<file path="config.mk">
export PLATFORM = sky130hd
export DESIGN_NAME = fpu_result_sink
export DESIGN_NICKNAME = d
export VERILOG_FILES = /design/src/rtl/fpu_sink_pkg.sv /design/src/rtl/fpu_sink_fifo.sv /design/src/rtl/fpu_result_sink.sv
export SDC_FILE = /design/constraint.sdc
export NUM_CORES = 1
export LEC_CHECK = 0
export CAP_MARGIN = 20
export CORE_MARGIN = 2
export CORE_UTILIZATION = 60
export DETAILED_ROUTE_END_ITERATION = 7
export PLACE_DENSITY_LB_ADDON = 0.3
export SLEW_MARGIN = 20
export SYNTH_ARGS = -nofsm -noshare
export SYNTH_HDL_FRONTEND = slang
export SYNTH_HIERARCHICAL = 1
export SYNTH_SLANG_ARGS = --single-unit
export TNS_END_PERCENT = 10
</file>
<file path="constraint.sdc">
create_clock -name clk -period 8.8 [get_ports clk]
set_input_delay 2.64 -clock clk [delete_from_list [all_inputs] [get_ports clk]]
set_output_delay 2.64 -clock clk [all_outputs]
set_load 0.01 [all_outputs]
</file>
<file path="src/rtl/fpu_sink_pkg.sv">
// Shared definitions for the FPU result sink: flag layout, the stored entry
// format and the saturating counter increment.
package fpu_sink_pkg;

  localparam int FLAG_W = 3;

  // Bit positions inside the stored flag field, {INF, NaN, OVFL}.
  localparam int FLG_OVFL = 0;
  localparam int FLG_NAN  = 1;
  localparam int FLG_INF  = 2;

  // Default result word width used by the packed entry layout.
  localparam int DEF_DATA_W = 32;

  typedef logic [FLAG_W-1:0] flags_t;

  // One FIFO entry: flags in the upper bits, result word in the lower bits.
  typedef struct packed {
    flags_t                flags;
    logic [DEF_DATA_W-1:0] data;
  } entry_t;

  // Saturating increment: holds at max_v, otherwise adds one.
  // Counters up to 32 bits wide are supported.
  function automatic logic [31:0] sat_inc(input logic [31:0] v,
                                          input logic [31:0] max_v);
    return (v == max_v) ? v : v + 32'd1;
  endfunction

endpackage

</file>
<file path="src/rtl/fpu_sink_fifo.sv">
// Generic first-word-fall-through FIFO. The head entry is shown on rd_data
// whenever the FIFO is non-empty; a write becomes visible one cycle after it
// is accepted (no bypass). A write is accepted while not full, or while full
// if the head is popped in the same cycle.
// Handshake: a transfer on the read side happens on a rising clk edge where
// rd_valid & rd_ready are both 1; rd_data is held while rd_valid & ~rd_ready.
module fpu_sink_fifo #(
  parameter int W     = 35,
  parameter int DEPTH = 8
) (
  input  logic                       clk,
  input  logic                       rst,
  input  logic                       wr_valid,
  input  logic [W-1:0]               wr_data,
  input  logic                       rd_ready,
  output logic                       rd_valid,
  output logic [W-1:0]               rd_data,
  output logic [$clog2(DEPTH):0]     level,
  output logic                       full,
  output logic                       empty,
  output logic                       push
);

  localparam int AW = $clog2(DEPTH);
  localparam int LW = AW + 1;

  logic [W-1:0]  mem [DEPTH];
  logic [AW-1:0] wr_ptr;
  logic [AW-1:0] rd_ptr;
  logic [LW-1:0] cnt;
  logic          pop;

  assign full     = (cnt == LW'(DEPTH));
  assign empty    = (cnt == '0);
  assign rd_valid = ~empty;
  assign pop      = rd_valid & rd_ready;
  assign push     = wr_valid & (~full | pop);
  assign level    = cnt;
  assign rd_data  = empty ? '0 : mem[rd_ptr];

  // Storage write; contents need no reset.
  always_ff @(posedge clk) begin
    if (push) mem[wr_ptr] <= wr_data;
  end

  // Pointers wrap modulo DEPTH; occupancy follows push/pop.
  always_ff @(posedge clk or posedge rst) begin
    if (rst) begin
      wr_ptr <= '0;
      rd_ptr <= '0;
      cnt    <= '0;
    end else begin
      if (push) wr_ptr <= wr_ptr + AW'(1);
      if (pop)  rd_ptr <= rd_ptr + AW'(1);
      case ({push, pop})
        2'b10:   cnt <= cnt + LW'(1);
        2'b01:   cnt <= cnt - LW'(1);
        default: cnt <= cnt;
      endcase
    end
  end

endmodule

</file>
<file path="src/rtl/fpu_result_sink.sv">
// Consumer end of the FPU result interface. Every DO_VALID beat is queued
// with its flags; beats arriving while the queue is full (and not being
// popped) are dropped, flagged by sticky OVERRUN and counted.
// Build option: define FPU_RESULT_SINK_STATS_EN to build the saturating
// DROP/OVFL/NAN/INF counters; without it those outputs are tied to 0 and
// CLR_STAT clears only OVERRUN.
module fpu_result_sink
  import fpu_sink_pkg::*;
#(
  parameter int DATA_W = 32,
  parameter int DEPTH  = 8,
  parameter int CNT_W  = 16
) (
  input  logic                     clk,
  input  logic                     RST,
  input  logic                     DO_VALID,
  input  logic [DATA_W-1:0]        RESULT,
  input  logic                     OVFL,
  input  logic                     NaN,
  input  logic                     INF,
  input  logic                     RD_READY,
  output logic                     RD_VALID,
  output logic [DATA_W-1:0]        RD_DATA,
  output logic [FLAG_W-1:0]        RD_FLAGS,
  output logic [$clog2(DEPTH):0]   LEVEL,
  output logic                     FULL,
  output logic                     EMPTY,
  output logic                     OVERRUN,
  input  logic                     CLR_STAT,
  output logic [CNT_W-1:0]         DROP_CNT,
  output logic [CNT_W-1:0]         OVFL_CNT,
  output logic [CNT_W-1:0]         NAN_CNT,
  output logic [CNT_W-1:0]         INF_CNT
);

  localparam int EW = FLAG_W + DATA_W;

  flags_t          beat_flags;
  logic [EW-1:0]   rd_entry;
  logic            push;
  logic            drop;

  // Assemble the flag field in {INF, NaN, OVFL} order.
  always_comb begin
    beat_flags           = '0;
    beat_flags[FLG_OVFL] = OVFL;
    beat_flags[FLG_NAN]  = NaN;
    beat_flags[FLG_INF]  = INF;
  end

  fpu_sink_fifo #(.W(EW), .DEPTH(DEPTH)) u_fifo (
    .clk      (clk),
    .rst      (RST),
    .wr_valid (DO_VALID),
    .wr_data  ({beat_flags, RESULT}),
    .rd_ready (RD_READY),
    .rd_valid (RD_VALID),
    .rd_data  (rd_entry),
    .level    (LEVEL),
    .full     (FULL),
    .empty    (EMPTY),
    .push     (push)
  );

  assign RD_DATA  = rd_entry[DATA_W-1:0];
  assign RD_FLAGS = rd_entry[DATA_W +: FLAG_W];
  assign drop     = DO_VALID & ~push;

  // Sticky overrun; clear has priority over a same-cycle drop.
  always_ff @(posedge clk or posedge RST) begin
    if (RST)           OVERRUN <= 1'b0;
    else if (CLR_STAT) OVERRUN <= 1'b0;
    else if (drop)     OVERRUN <= 1'b1;
  end

`ifdef FPU_RESULT_SINK_STATS_EN
  localparam logic [31:0] CNT_MAX = 32'((64'd1 << CNT_W) - 64'd1);

  logic [CNT_W-1:0] drop_q, ovfl_q, nan_q, inf_q;

  // Saturating statistics; clear wins over any same-cycle increment.
  always_ff @(posedge clk or posedge RST) begin
    if (RST || CLR_STAT) begin
      drop_q <= '0;
      ovfl_q <= '0;
      nan_q  <= '0;
      inf_q  <= '0;
    end else begin
      if (drop)            drop_q <= CNT_W'(sat_inc(32'(drop_q), CNT_MAX));
      if (DO_VALID && OVFL) ovfl_q <= CNT_W'(sat_inc(32'(ovfl_q), CNT_MAX));
      if (DO_VALID && NaN)  nan_q  <= CNT_W'(sat_inc(32'(nan_q),  CNT_MAX));
      if (DO_VALID && INF)  inf_q  <= CNT_W'(sat_inc(32'(inf_q),  CNT_MAX));
    end
  end

  assign DROP_CNT = drop_q;
  assign OVFL_CNT = ovfl_q;
  assign NAN_CNT  = nan_q;
  assign INF_CNT  = inf_q;
`else
  assign DROP_CNT = '0;
  assign OVFL_CNT = '0;
  assign NAN_CNT  = '0;
  assign INF_CNT  = '0;
`endif

endmodule

</file>
Word level (Yosys, flattened, before mapping) --
Memories as Yosys holds them, arrays and structs flattened. Index checks and enable logic that the tools add are counted.
Cells by class: equal/unequal tests 3, $add $sub $neg 4, multiplexer cells 6, bitwise operators 7, reductions and logical operators 3
Operator list (count):
- $mux W35 | 1
- $pmux W4 S2 | 1
- $add A3 B1 Y3 const B | 2
- $add A4 B1 Y4 const B | 1
- $eq A4 B4 Y1 const B | 1
- $logic_not A4 Y1 | 1
- $mux W1 | 4
- $reduce_bool A2 Y1 | 2
- $sub A4 B1 Y4 const B | 1
- $and A1 B1 Y1 | 3
- $not A1 Y1 | 3
- $eq A2 B1 Y1 const B | 1
- $eq A2 B2 Y1 const B | 1
- $or A1 B1 Y1 | 1
Storage, ports and cells: RAM bits 280, bits of input ports 40, output and inout bits 107, bits in registers 11, memories 1
Memories:
- u_fifo.mem | words 8, bits a word 35, rd ports 1, clocked after memory_dff 0, wr ports 1, RTL line fpu_sink_fifo.sv:27 | logic [W-1:0] mem [DEPTH];

Depth between registers and ports, before layout --
Gate-level depths: netlist (run 1).
depth in word-level cells 9, depth in mapped cells 10

Hierarchy --
Netlist (run 1), hierarchy kept.
Modules (own cells, without submodules):
- fpu_sink_fifo | instances 1, area an instance 11313.4 um^2, cells an instance 515
- fpu_result_sink | instances 1, area an instance 531.8 um^2, cells an instance 70

Least setup slack after synthesis (run 1) --
OpenSTA, ideal clock, no wires.
path type input-to-reg, start point in RD_READY, end point mem u_fifo.mem[0][0], enable pin, buffers on the path 1, slack 2794 ps, required time 8329 ps, setup time 471 ps, arrival time 5535 ps, stages 6, cells stage by stage buf_6 > nand2b_1 > o21ai_2 > inv_2 > nand2b_1 > nor3_1
On the way: longest elaborated chain between the ends 5
Ends and longest elaborated chain:
- from (decl) | RTL line fpu_result_sink.sv:21 | input logic RD_READY,
- $and A1 B1 Y1 | RTL line fpu_sink_fifo.sv:36 | assign pop = rd_valid & rd_ready;
- $or A1 B1 Y1 | RTL line fpu_sink_fifo.sv:37 | assign push = wr_valid & (~full | pop);
- $and A1 B1 Y1 | RTL line fpu_sink_fifo.sv:37
- named net push | RTL line fpu_result_sink.sv:40 | logic push;
- $mux W1 | RTL line fpu_sink_fifo.sv:43 | if (push) mem[wr_ptr] <= wr_data;
- $mux W1 (not written as such) | RTL line fpu_sink_fifo.sv:43
- to (decl) | RTL line fpu_sink_fifo.sv:27
The timed path passes the listed nets, and every way through them passes these cells.

Worst setup path after layout (run 1) --
start point reg u_fifo.rd_ptr[0], end point out RD_DATA[31]
On the way: longest elaborated chain between the ends 2
Ends and longest elaborated chain:
- from (decl) | RTL line fpu_sink_fifo.sv:29 | logic [AW-1:0] rd_ptr;
- from (signal assigned) | RTL line fpu_sink_fifo.sv:54 | if (pop) rd_ptr <= rd_ptr + AW'(1);
- $mem_v2 Z8 W35
- $mux W35 | RTL line fpu_sink_fifo.sv:39 | assign rd_data = empty ? '0 : mem[rd_ptr];
- to (decl) | RTL line fpu_result_sink.sv:23 | output logic [DATA_W-1:0] RD_DATA,
Every way passes these cells.

==> flow_metrics.py, run 1 <==
metrics = {
    "yosys": {
        "synthFlopType": "edfxtp_1",
        "synth_seq_cells": 291,
        "syn_area_sq_mm": 0.0118,
        "yosys.area.top_type_share_pct": 71.0,
        "synth_top_cell_by_area": "edfxtp_1",
        "async_flop_share_pct": 3.78,
        "synthCells": 585,
        "ys_warn_count": 6,
        "ys_top_cells_by_area": "edfxtp_1 (71%), mux4_2 (13%), buf_4 (4.2%)",
        "ys_types": 36,
        "seq_area_frac_synth_pct": 73.3,
        "synth_area_per_cell_sq_um": 20.2,
        "synth-edff-count": 280,
    },
    "setup_path": {
        "worst_setup_path_end_kind": "primary output",
        "crit_path_cell_trace": "buf_4, mux4_2, mux2i_1, nor2_1, clkdlybuf4s50_1",
        "r2r_cells": 9,
        "path_class": "reg -> out",
        "path_delay_family": "buffers and inverters",
        "r2r_slack_ps": 6110,
        "required_ps": 6160,
        "path_max_fanout": 43,
        "crit_buf_inv": 2,
        "timing.rr.start": "u_fifo/level[0]$_DFFE_PP0P_",
        "cp-start-kind": "register",
        "crit_slowest_cell": "dfrtp_4",
        "cp.arrival_ps": 3590,
        "rr_endpoint": "u_fifo/level[3]$_DFFE_PP0P_",
        "slowest_delay_ps": 1000,
    },
    "clocking": {
        "htreeDepth": 1,
        "numCtsBuffers": 28,
        "post_cts_buffers": 0,
        "clockBufferDepth": 3,
        "cts-root-buf": "clkbuf_16",
        "clock-sinks": 291,
        "ctsResizeCount": 0,
        "clk_pin_slew_ps": 60,
        "postCtsHoldBufs": 0,
        "cts_tree": "yes",
        "clkLatencyLatePin_ps": 530,
    },
    "sta": {
        "finalHoldViolations": 0,
        "clock_skew_ps": 14.9,
        "tns_ps": 0,
        "finalWorstPathRequiredPeriod_ps": 6230,
        "max_slew_margin_pct": 28.5,
        "setup_viol": 0,
        "rsz0062_at_grt": "no",
        "slew_viol_final": 0,
        "worst_slew_pin_slew_ps": 1070,
        "post-route-period-util_pct": 70.8,
        "max_freq_mhz": 161,
        "layout_setup_ws_ps": 2570,
    },
    "route": {
        "dr_total_vias": 5555,
        "viasPerCell": 5.72,
        "drt_pass1_iterations": 4,
        "wl_um": 21500,
        "postRouteAntennaNets": 0,
        "first_iter_violations": 343,
        "drc": 0,
        "routedWlPerCell_um": 22.1,
    },
    "power": {
        "powerDensity_mw_per_mm2": 329,
        "power_mw": 4.50,
        "ir_drop_mv": 0.213,
        "p_leak_nw": 4.67,
    },
    "grt": {
        "grt_use_met1_pct": 28.1,
        "track_usage_pct": 21.1,
        "antenna_found_initial": 1,
        "grt_pass1_vias": 5618,
        "grt_pass1_wl_um": 32300,
        "grt_max_degree": 73,
        "use_met2_pct": 36.1,
        "overflow": 0,
        "grt_use_met3_pct": 3.41,
        "grt_busiest_layer": "met2",
    },
    "final_layout": {
        "final_cell_count_no_fill": 971,
        "mostFrequentLayoutCells": "edfxtp_1 (280), clkdlybuf4s50_1 (82), mux4_2 (70)",
        "layout_commonest_cell": "edfxtp_1",
        "drive_above_1_share_pct": 20.4,
        "area_growth_pct": 15.5,
        "finalNetCount": 728,
    },
    "status": {
        "outcome": "finished, final reports clean",
    },
    "hold_path": {
        "hp-start": "OVERRUN$_DFFE_PP0P_",
        "hp-class": "reg -> reg",
        "min_to": "OVERRUN$_DFFE_PP0P_",
        "worstHoldPathCells": 2,
    },
    "floorplan": {
        "dieHeight_um": 145,
        "num_io_pins": 147,
        "core_sq_mm": 0.0194,
        "die_w_um": 145,
        "initial_core_util_pct": 61.1,
        "num_rows": 51,
        "die_area_sq_mm": 0.0209,
    },
    "job": {
        "drv_cap": 0,
    },
    "placement": {
        "gp_congestion": 0.737,
        "placed_cells": 918,
        "io_buffers": 82,
        "dp_hpwl_um": 11700,
        "pre_cts_ws_ps": 3020,
    },
}
-- worst reg2reg max path: stages (launching register included) --
cell      delay, ps
dfrtp_1         410
or3_1           540
nand2b_4        230
nand3_1         140
inv_1            90
ha_1            270
a211oi_1        410
or3_1           220
o21a_1          130
o221ai_1        110
-- state kept, by name, summed over array words and instances (netlist names) --
signal and cells:
u_fifo/level 4, OVERRUN 1, u_fifo/wr_ptr 3, u_fifo/mem 280
u_fifo/rd_ptr 3
-- where the power goes --
| part | internal (mW) | switching [mW] |
|---|---|---|
| registers | 1.72 | 0.201 |
| logic | 0.769 | 0.622 |
| clock network | 0.724 | 0.468 |
-- cell type report --
cell class / instances / area, sq um
antenna: 1 / 2.50
clock buffer: 46 / 860
clock inverter: 6 / 86.3
fill: 1166 / 5720
inverter: 10 / 37.5
multi-input combinational: 258 / 2760
sequential: 291 / 8690
tap: 265 / 332
timing repair buffer: 94 / 911
-- synth_stat cells (4+ instances only) --
| library cell | n |
|---|---|
| edfxtp_1 | 280 |
| mux4_2 | 70 |
| buf_4 | 67 |
| nor2_1 | 43 |
| mux2i_1 | 36 |
| dfrtp_1 | 11 |
| buf_6 | 9 |
| nand2_1 | 9 |
| clkbuf_1 | 7 |
| inv_1 | 7 |
| buf_2 | 5 |
| nand2b_1 | 5 |
| xnor2_1 | 5 |
| ha_1 | 4 |
-- per-layer routing --
| metal | routed length, um | up-vias |
|---|---|---|
| li1 | - | 2385 |
| met1 | 8610 | 2894 |
| met2 | 11000 | 224 |
| met3 | 1220 | 52 |
| met4 | 634 | 0 |
| met5 | 0 | - |
-- worst max path at each step --
| stage | slack [ps] | cells after the start | startpoint | end |
|---|---|---|---|---|
| final | 2570 | 5 | u_fifo/rd_ptr[0]$_DFFE_PP0N_ | RD_DATA[31] |
| after global routing | 2280 | 5 | u_fifo/rd_ptr[0]$_DFFE_PP0N_ | RD_DATA[20] |
| after CTS | 2450 | 5 | u_fifo/rd_ptr[0]$_DFFE_PP0N_ | RD_DATA[31] |
| after detailed placement | 3020 | 5 | u_fifo/rd_ptr[0]$_DFFE_PP0N_ | RD_DATA[31] |
| after global placement | 3080 | 5 | u_fifo/rd_ptr[0]$_DFFE_PP0N_ | RD_DATA[31] |
| after floorplan | 2790 | 6 | RD_READY | u_fifo/mem[0][0]$_DFFE_PP_ |
-- cells by family (layout without fill, tap and decap cells) --
group | count (synthesis) | count (layout) | synth area share (%)
AO/OA/AOI/OAI | 10 | 10 | 0.813
flip-flops | 291 | 291 | 73.3
multiplexers | 108 | 108 | 16.6
buffers and inverters | 99 | 156 | 5.88
XOR/XNOR | 6 | 6 | 0.444
other | 1 | 65 | 0.0317
adder cells (fa/ha/maj) | 5 | 5 | 0.592
AND/OR/NAND/NOR | 65 | 65 | 2.36
-- metrics by stage --
| stage | instance area [sq um] | hold slack [ps] | util [%] |
|---|---|---|---|
| final | 13700 | 521 | 70.5 |
| after global routing | 13700 | 560 | 70.5 |
| after CTS | 13700 | 524 | 70.5 |
| after detailed placement | 12700 | 513 | 65.6 |
| after global placement | 12700 | 509 | 65.6 |
| after floorplan | 12100 | 485 | - |
Power figures use the tool's default switching activity.
==> run 2, diff against run 1 <==
--- a/config.mk
+++ b/config.mk
@@ -7,7 +7,7 @@
 export LEC_CHECK = 0
 export CAP_MARGIN = 20
 export CORE_MARGIN = 2
-export CORE_UTILIZATION = 60
+export CORE_UTILIZATION = 55
 export DETAILED_ROUTE_END_ITERATION = 7
 export PLACE_DENSITY_LB_ADDON = 0.3
 export SLEW_MARGIN = 20
==> constraint.sdc (replaced) <==
create_clock -name clk -period 6.3 [get_ports clk]
set_input_delay 1.89 -clock clk [delete_from_list [all_inputs] [get_ports clk]]
set_output_delay 1.89 -clock clk [all_outputs]
set_load 0.01 [all_outputs]
==> flow_metrics.py, run 2 (synthesis results as in run 1) <==
metrics = {
    "clocking": {
        "clock-sinks": 291,
        "clockBufferDepth": 3,
        "ctsResizeCount": 0,
        "clkLatencyLatePin_ps": 530,
        "cts-root-buf": "clkbuf_16",
        "htreeDepth": 1,
        "postCtsHoldBufs": 0,
        "cts_tree": "yes",
        "post_cts_buffers": 0,
        "clk_pin_slew_ps": 60,
        "numCtsBuffers": 28,
    },
    "sta": {
        "finalHoldViolations": 0,
        "clock_skew_ps": 12.0,
        "max_freq_mhz": 198,
        "finalWorstPathRequiredPeriod_ps": 5050,
        "worst_slew_pin_slew_ps": 1090,
        "tns_ps": 0,
        "hold_ws_ps": 516,
        "rsz0062_at_grt": "no",
        "setup_viol": 0,
        "slew_viol_final": 0,
        "layout_setup_ws_ps": 1250,
        "post-route-period-util_pct": 80.1,
        "max_slew_margin_pct": 27.2,
    },
    "power": {
        "powerDensity_mw_per_mm2": 457,
        "power_mw": 6.31,
        "ir_drop_mv": 0.302,
        "p_leak_nw": 4.70,
    },
    "route": {
        "dr_total_vias": 5501,
        "drt_pass1_iterations": 4,
        "postRouteAntennaNets": 0,
        "first_iter_violations": 287,
        "routedWlPerCell_um": 21.5,
        "drc": 0,
        "wl_um": 21200,
        "viasPerCell": 5.60,
    },
    "setup_path": {
        "r2r_slack_ps": 3600,
        "path_max_fanout": 31,
        "path_class": "reg -> out",
        "rr_endpoint": "u_fifo/level[3]$_DFFE_PP0P_",
        "timing.rr.start": "u_fifo/level[0]$_DFFE_PP0P_",
        "crit_path_cell_trace": "buf_4, mux4_2, mux2i_1, nor2_1, clkdlybuf4s50_1",
        "crit_buf_inv": 2,
        "crit_slowest_cell": "dfrtp_4",
        "path_delay_family": "buffers and inverters",
        "slowest_delay_ps": 840,
        "cp-start-kind": "register",
        "worst_setup_path_end_kind": "primary output",
        "r2r_cells": 9,
        "required_ps": 4410,
        "cp.arrival_ps": 3160,
    },
    "status": {
        "outcome": "finished, final reports clean",
    },
    "placement": {
        "io_buffers": 82,
        "gp_congestion": 0.812,
        "dp_hpwl_um": 12800,
        "pre_cts_ws_ps": 1650,
    },
    "hold_path": {
        "hp-start": "OVERRUN$_DFFE_PP0P_",
        "min_to": "OVERRUN$_DFFE_PP0P_",
        "worstHoldPathCells": 2,
        "hp-class": "reg -> reg",
    },
    "final_layout": {
        "top_register": "u_fifo/mem",
        "n_fill_cell": 1402,
        "layout_commonest_cell": "edfxtp_1",
        "final_util_pct": 65.5,
        "drive_above_1_share_pct": 20.8,
        "largest_reg_flops": 280,
        "mostFrequentLayoutCells": "edfxtp_1 (280), clkdlybuf4s50_1 (82), mux4_2 (70)",
        "finalNetCount": 731,
        "area_growth_pct": 16.5,
        "n_antenna_cell": 0,
    },
    "floorplan": {
        "num_io_pins": 147,
        "core_sq_mm": 0.0211,
        "dieHeight_um": 151,
        "initial_core_util_pct": 56.2,
        "die_w_um": 151,
        "die_area_sq_mm": 0.0227,
        "num_rows": 53,
    },
    "grt": {
        "antenna_found_initial": 1,
        "track_usage_pct": 19.3,
        "grt_max_degree": 73,
        "grt_pass1_vias": 5587,
        "grt_pass1_wl_um": 32800,
        "overflow": 0,
    },
    "job": {
        "drv_cap": 0,
    },
}
## run 2: cell types whose count changed in the layout (fill, tap and decap cells not counted), sizes merged
cell	delta
bufinv	+1
clkinv	+11
clkinvlp	+2
clkbuf	-14
diode	-1
buf	+3
## run 2: cell type report
type                       count  area, sq um  share of cell area [%]
timing repair buffer          97         1050                    7.63
tap                          275          344                    2.49
clock inverter                20          181                    1.31
sequential                   291         8690                    63.0
multi-input combinational    258         2760                    20.0
clock buffer                  32          737                    5.34
inverter                      10         37.5                   0.272
## run 2: worst max path at each step
| stage | slack (ps) | to | cells past startpoint | from |
|---|---|---|---|---|
| floorplan | 1040 | u_fifo/mem[0][0]$_DFFE_PP_ | 6 | RD_READY |
| global placement | 1710 | u_fifo/mem[2][18]$_DFFE_PP_ | 6 | RD_READY |
| detailed placement | 1650 | u_fifo/mem[3][17]$_DFFE_PP_ | 7 | RD_READY |
| CTS | 1160 | RD_FLAGS[1] | 5 | u_fifo/rd_ptr[0]$_DFFE_PP0N_ |
| global route | 1040 | RD_DATA[22] | 5 | u_fifo/rd_ptr[0]$_DFFE_PP0N_ |
| finish | 1250 | RD_FLAGS[1] | 5 | u_fifo/rd_ptr[0]$_DFFE_PP0N_ |
## run 2: metrics by stage
step                std cells  area, sq um
floorplan                 648        12100
global placement          925        12700
detailed placement        931        12900
CTS                       983        13800
global route              983        13800
finish                    983        13800
## run 2: tightest hold or removal path, stage by stage (launching register included)
cell and delay [ps]:
dfrtp_1 370, inv_1 70, a21oi_2 40
## run 2: routing by layer
layer | part of all wire, % | vias to the layer above | global-route usage, %
met5 | 0.061 | - | 0
met2 | 52 | 177 | 32.9
met3 | 4.9 | 23 | 3.03
met4 | 1.2 | 2 | 3.97
met1 | 42 | 2902 | 27.0
li1 | - | 2397 | -
## run 2: report_power, final
group | internal [mW] | switching [mW] | total, mW
Sequential | 2.40 | 0.283 | 2.68
Combinational | 1.11 | 0.869 | 1.98
Clock | 0.963 | 0.685 | 1.65
Total | 4.47 | 1.84 | 6.31
==> run 3, diff against run 2 <==
--- a/config.mk
+++ b/config.mk
@@ -7,7 +7,7 @@
 export LEC_CHECK = 0
 export CAP_MARGIN = 20
 export CORE_MARGIN = 2
-export CORE_UTILIZATION = 55
+export CORE_UTILIZATION = 50
 export DETAILED_ROUTE_END_ITERATION = 7
 export PLACE_DENSITY_LB_ADDON = 0.3
 export SLEW_MARGIN = 20
==> constraint.sdc (replaced) <==
create_clock -name clk -period 4.15 [get_ports clk]
set_input_delay 1.245 -clock clk [delete_from_list [all_inputs] [get_ports clk]]
set_output_delay 1.245 -clock clk [all_outputs]
set_load 0.01 [all_outputs]
==> flow_metrics.py, run 3 (synthesis results as in run 1) <==
metrics = {
    "status": {
        "outcome": "finished, final reports clean",
    },
    "power": {
        "p_sw_share_pct": 29.0,
        "power_mw": 9.62,
        "internal_power_mw": 6.83,
        "clockPowerShare_pct": 26.5,
        "powerDensity_mw_per_mm2": 693,
        "seq_power_share_pct": 40.8,
        "ir_drop_mv": 0.485,
        "combPwrFrac_pct": 32.7,
        "switching_power_mw": 2.79,
        "p_leak_nw": 4.73,
    },
    "sta": {
        "max_slew_margin_pct": 58.5,
        "hold_ws_ps": 520,
        "slew_viol_final": 0,
        "max_freq_mhz": 247,
        "worst_slew_pin_slew_ps": 623,
        "post-route-period-util_pct": 97.7,
        "finalHoldViolations": 0,
        "finalWorstPathRequiredPeriod_ps": 4050,
        "rsz0062_at_grt": "yes",
        "setup_viol": 0,
        "clock_skew_ps": 16.3,
    },
    "setup_path": {
        "required_ps": 2900,
        "path_max_fanout": 16,
        "worstSetupStartpoint": "u_fifo/rd_ptr[0]$_DFFE_PP0N_",
        "cp-start-kind": "register",
        "rr_endpoint": "u_fifo/level[3]$_DFFE_PP0P_",
        "timing.rr.start": "u_fifo/level[0]$_DFFE_PP0P_",
        "path_class": "reg -> out",
        "crit_end": "RD_DATA[5]",
        "cp.arrival_ps": 2810,
        "worst_setup_path_end_kind": "primary output",
        "r2r_cells": 9,
        "r2r_slack_ps": 1560,
    },
    "final_layout": {
        "drive_above_1_share_pct": 22.2,
        "mostFrequentLayoutCells": "edfxtp_1 (280), clkdlybuf4s50_1 (82), mux4_2 (70)",
        "layout_commonest_cell": "edfxtp_1",
        "largest_reg_flops": 280,
        "finalNetCount": 743,
        "n_fill_cell": 1685,
        "top_register": "u_fifo/mem",
        "area_growth_pct": 17.2,
    },
    "clocking": {
        "htreeDepth": 1,
        "clock-sinks": 291,
        "clockBufferDepth": 3,
        "cts-root-buf": "clkbuf_16",
        "cts_tree": "yes",
        "post_cts_buffers": 0,
        "numCtsBuffers": 30,
        "clk_pin_slew_ps": 60,
        "clkLatencyLatePin_ps": 540,
    },
    "route": {
        "postRouteAntennaNets": 0,
        "routedWlPerCell_um": 20.5,
        "dr_total_vias": 5469,
        "drc": 0,
        "drt_pass1_iterations": 4,
        "first_iter_violations": 386,
        "viasPerCell": 5.25,
        "wl_um": 21300,
    },
    "floorplan": {
        "initial_core_util_pct": 50.8,
        "num_io_pins": 147,
        "num_rows": 56,
        "die_w_um": 158,
        "dieHeight_um": 158,
        "die_area_sq_mm": 0.0249,
        "core_sq_mm": 0.0233,
    },
    "grt": {
        "grt_pass1_wl_um": 32200,
        "grt_pass1_vias": 5590,
        "overflow": 0,
        "antenna_found_initial": 1,
        "grt_max_degree": 41,
        "track_usage_pct": 17.4,
    },
    "placement": {
        "dp_hpwl_um": 12600,
        "io_buffers": 82,
        "gp_congestion": 0.763,
    },
    "hold_path": {
        "hp-start": "OVERRUN$_DFFE_PP0P_",
        "hp-class": "reg -> reg",
    },
    "job": {
        "drv_cap": 0,
    },
}
==> run 3: changes by cell type in the layout (fill, tap and decap cells not counted), sizes merged <==
| cell | change |
|---|---|
| buf | +10 |
| bufinv | -1 |
| clkbuf | +5 |
| clkinv | -4 |
| clkinvlp | +3 |
| diode | +1 |
==> run 3: timing repair <==
item,in CTS,in global routing
setup endpoints to repair,0,24
gates resized for setup,0,1
hold buffers,0,0
==> run 3: worst max-delay path: stages (launching register included) <==
cell	delay [ps]
dfrtp_4	640
buf_4	330
mux4_2	530
mux2i_1	220
nor2_1	60
clkdlybuf4s50_1	480
==> run 3: cell type report <==
cell class	instances	area [sq um]	area share [%]
flip-flops and latches	291	8690	62.6
multi-input cells	258	2760	19.9
repair buffers	107	1040	7.47
clock buffers	37	798	5.75
well taps	319	399	2.88
clock inverters	18	151	1.09
inverters	10	37.5	0.270
diodes	1	2.50	0.0180
==> run 3: worst min-delay path by stage <==
stage	endpoint	slack [ps]	cells past startpoint
after floorplan	u_fifo/wr_ptr[0]$_DFFE_PP0P_	490	2
after global placement	OVERRUN$_DFFE_PP0P_	510	2
after detailed placement	OVERRUN$_DFFE_PP0P_	510	2
after CTS	OVERRUN$_DFFE_PP0P_	520	2
after global routing	OVERRUN$_DFFE_PP0P_	550	2
final	OVERRUN$_DFFE_PP0P_	520	2
==> run 3: stage by stage <==
| stage | worst slack [ps] | setup TNS [ps] | cells | cell area [sq um] | util (%) |
|---|---|---|---|---|---|
| 5_1_grt | -81.5 | -618 | 1041 | 13900 | 59.5 |
| 4_1_cts | 26.5 | 0 | 1040 | 13900 | 59.5 |
| 2_1_floorplan | -438 | -15340 | 648 | 12100 | - |
| 3_5_place_dp | 562 | 0 | 985 | 12900 | 55.4 |
| 6_report | 97.2 | 0 | 1041 | 13900 | 59.5 |
| 3_3_place_gp | 605 | 0 | 985 | 12900 | 55.4 |
==> run 3: power groups by stage <==
stage / combinational, mW / sequential [mW] / clock, mW
5_1_grt: 3.41 / 3.97 / 2.70
2_1_floorplan: 2.13 / 3.80 / 0
3_5_place_dp: 3.19 / 4.00 / 0
4_1_cts: 3.21 / 3.94 / 2.60
3_3_place_gp: 3.16 / 3.97 / 0
6_report: 3.15 / 3.93 / 2.55
==> run 3: layer usage <==
metal / vias to the layer above / wire (um) / global-route usage (%)
met5: - / 0 / 0
met4: 0 / 440 / 4.72
met3: 34 / 1130 / 2.87
met2: 179 / 11000 / 30.9
met1: 2839 / 8690 / 22.4
li1: 2417 / - / -
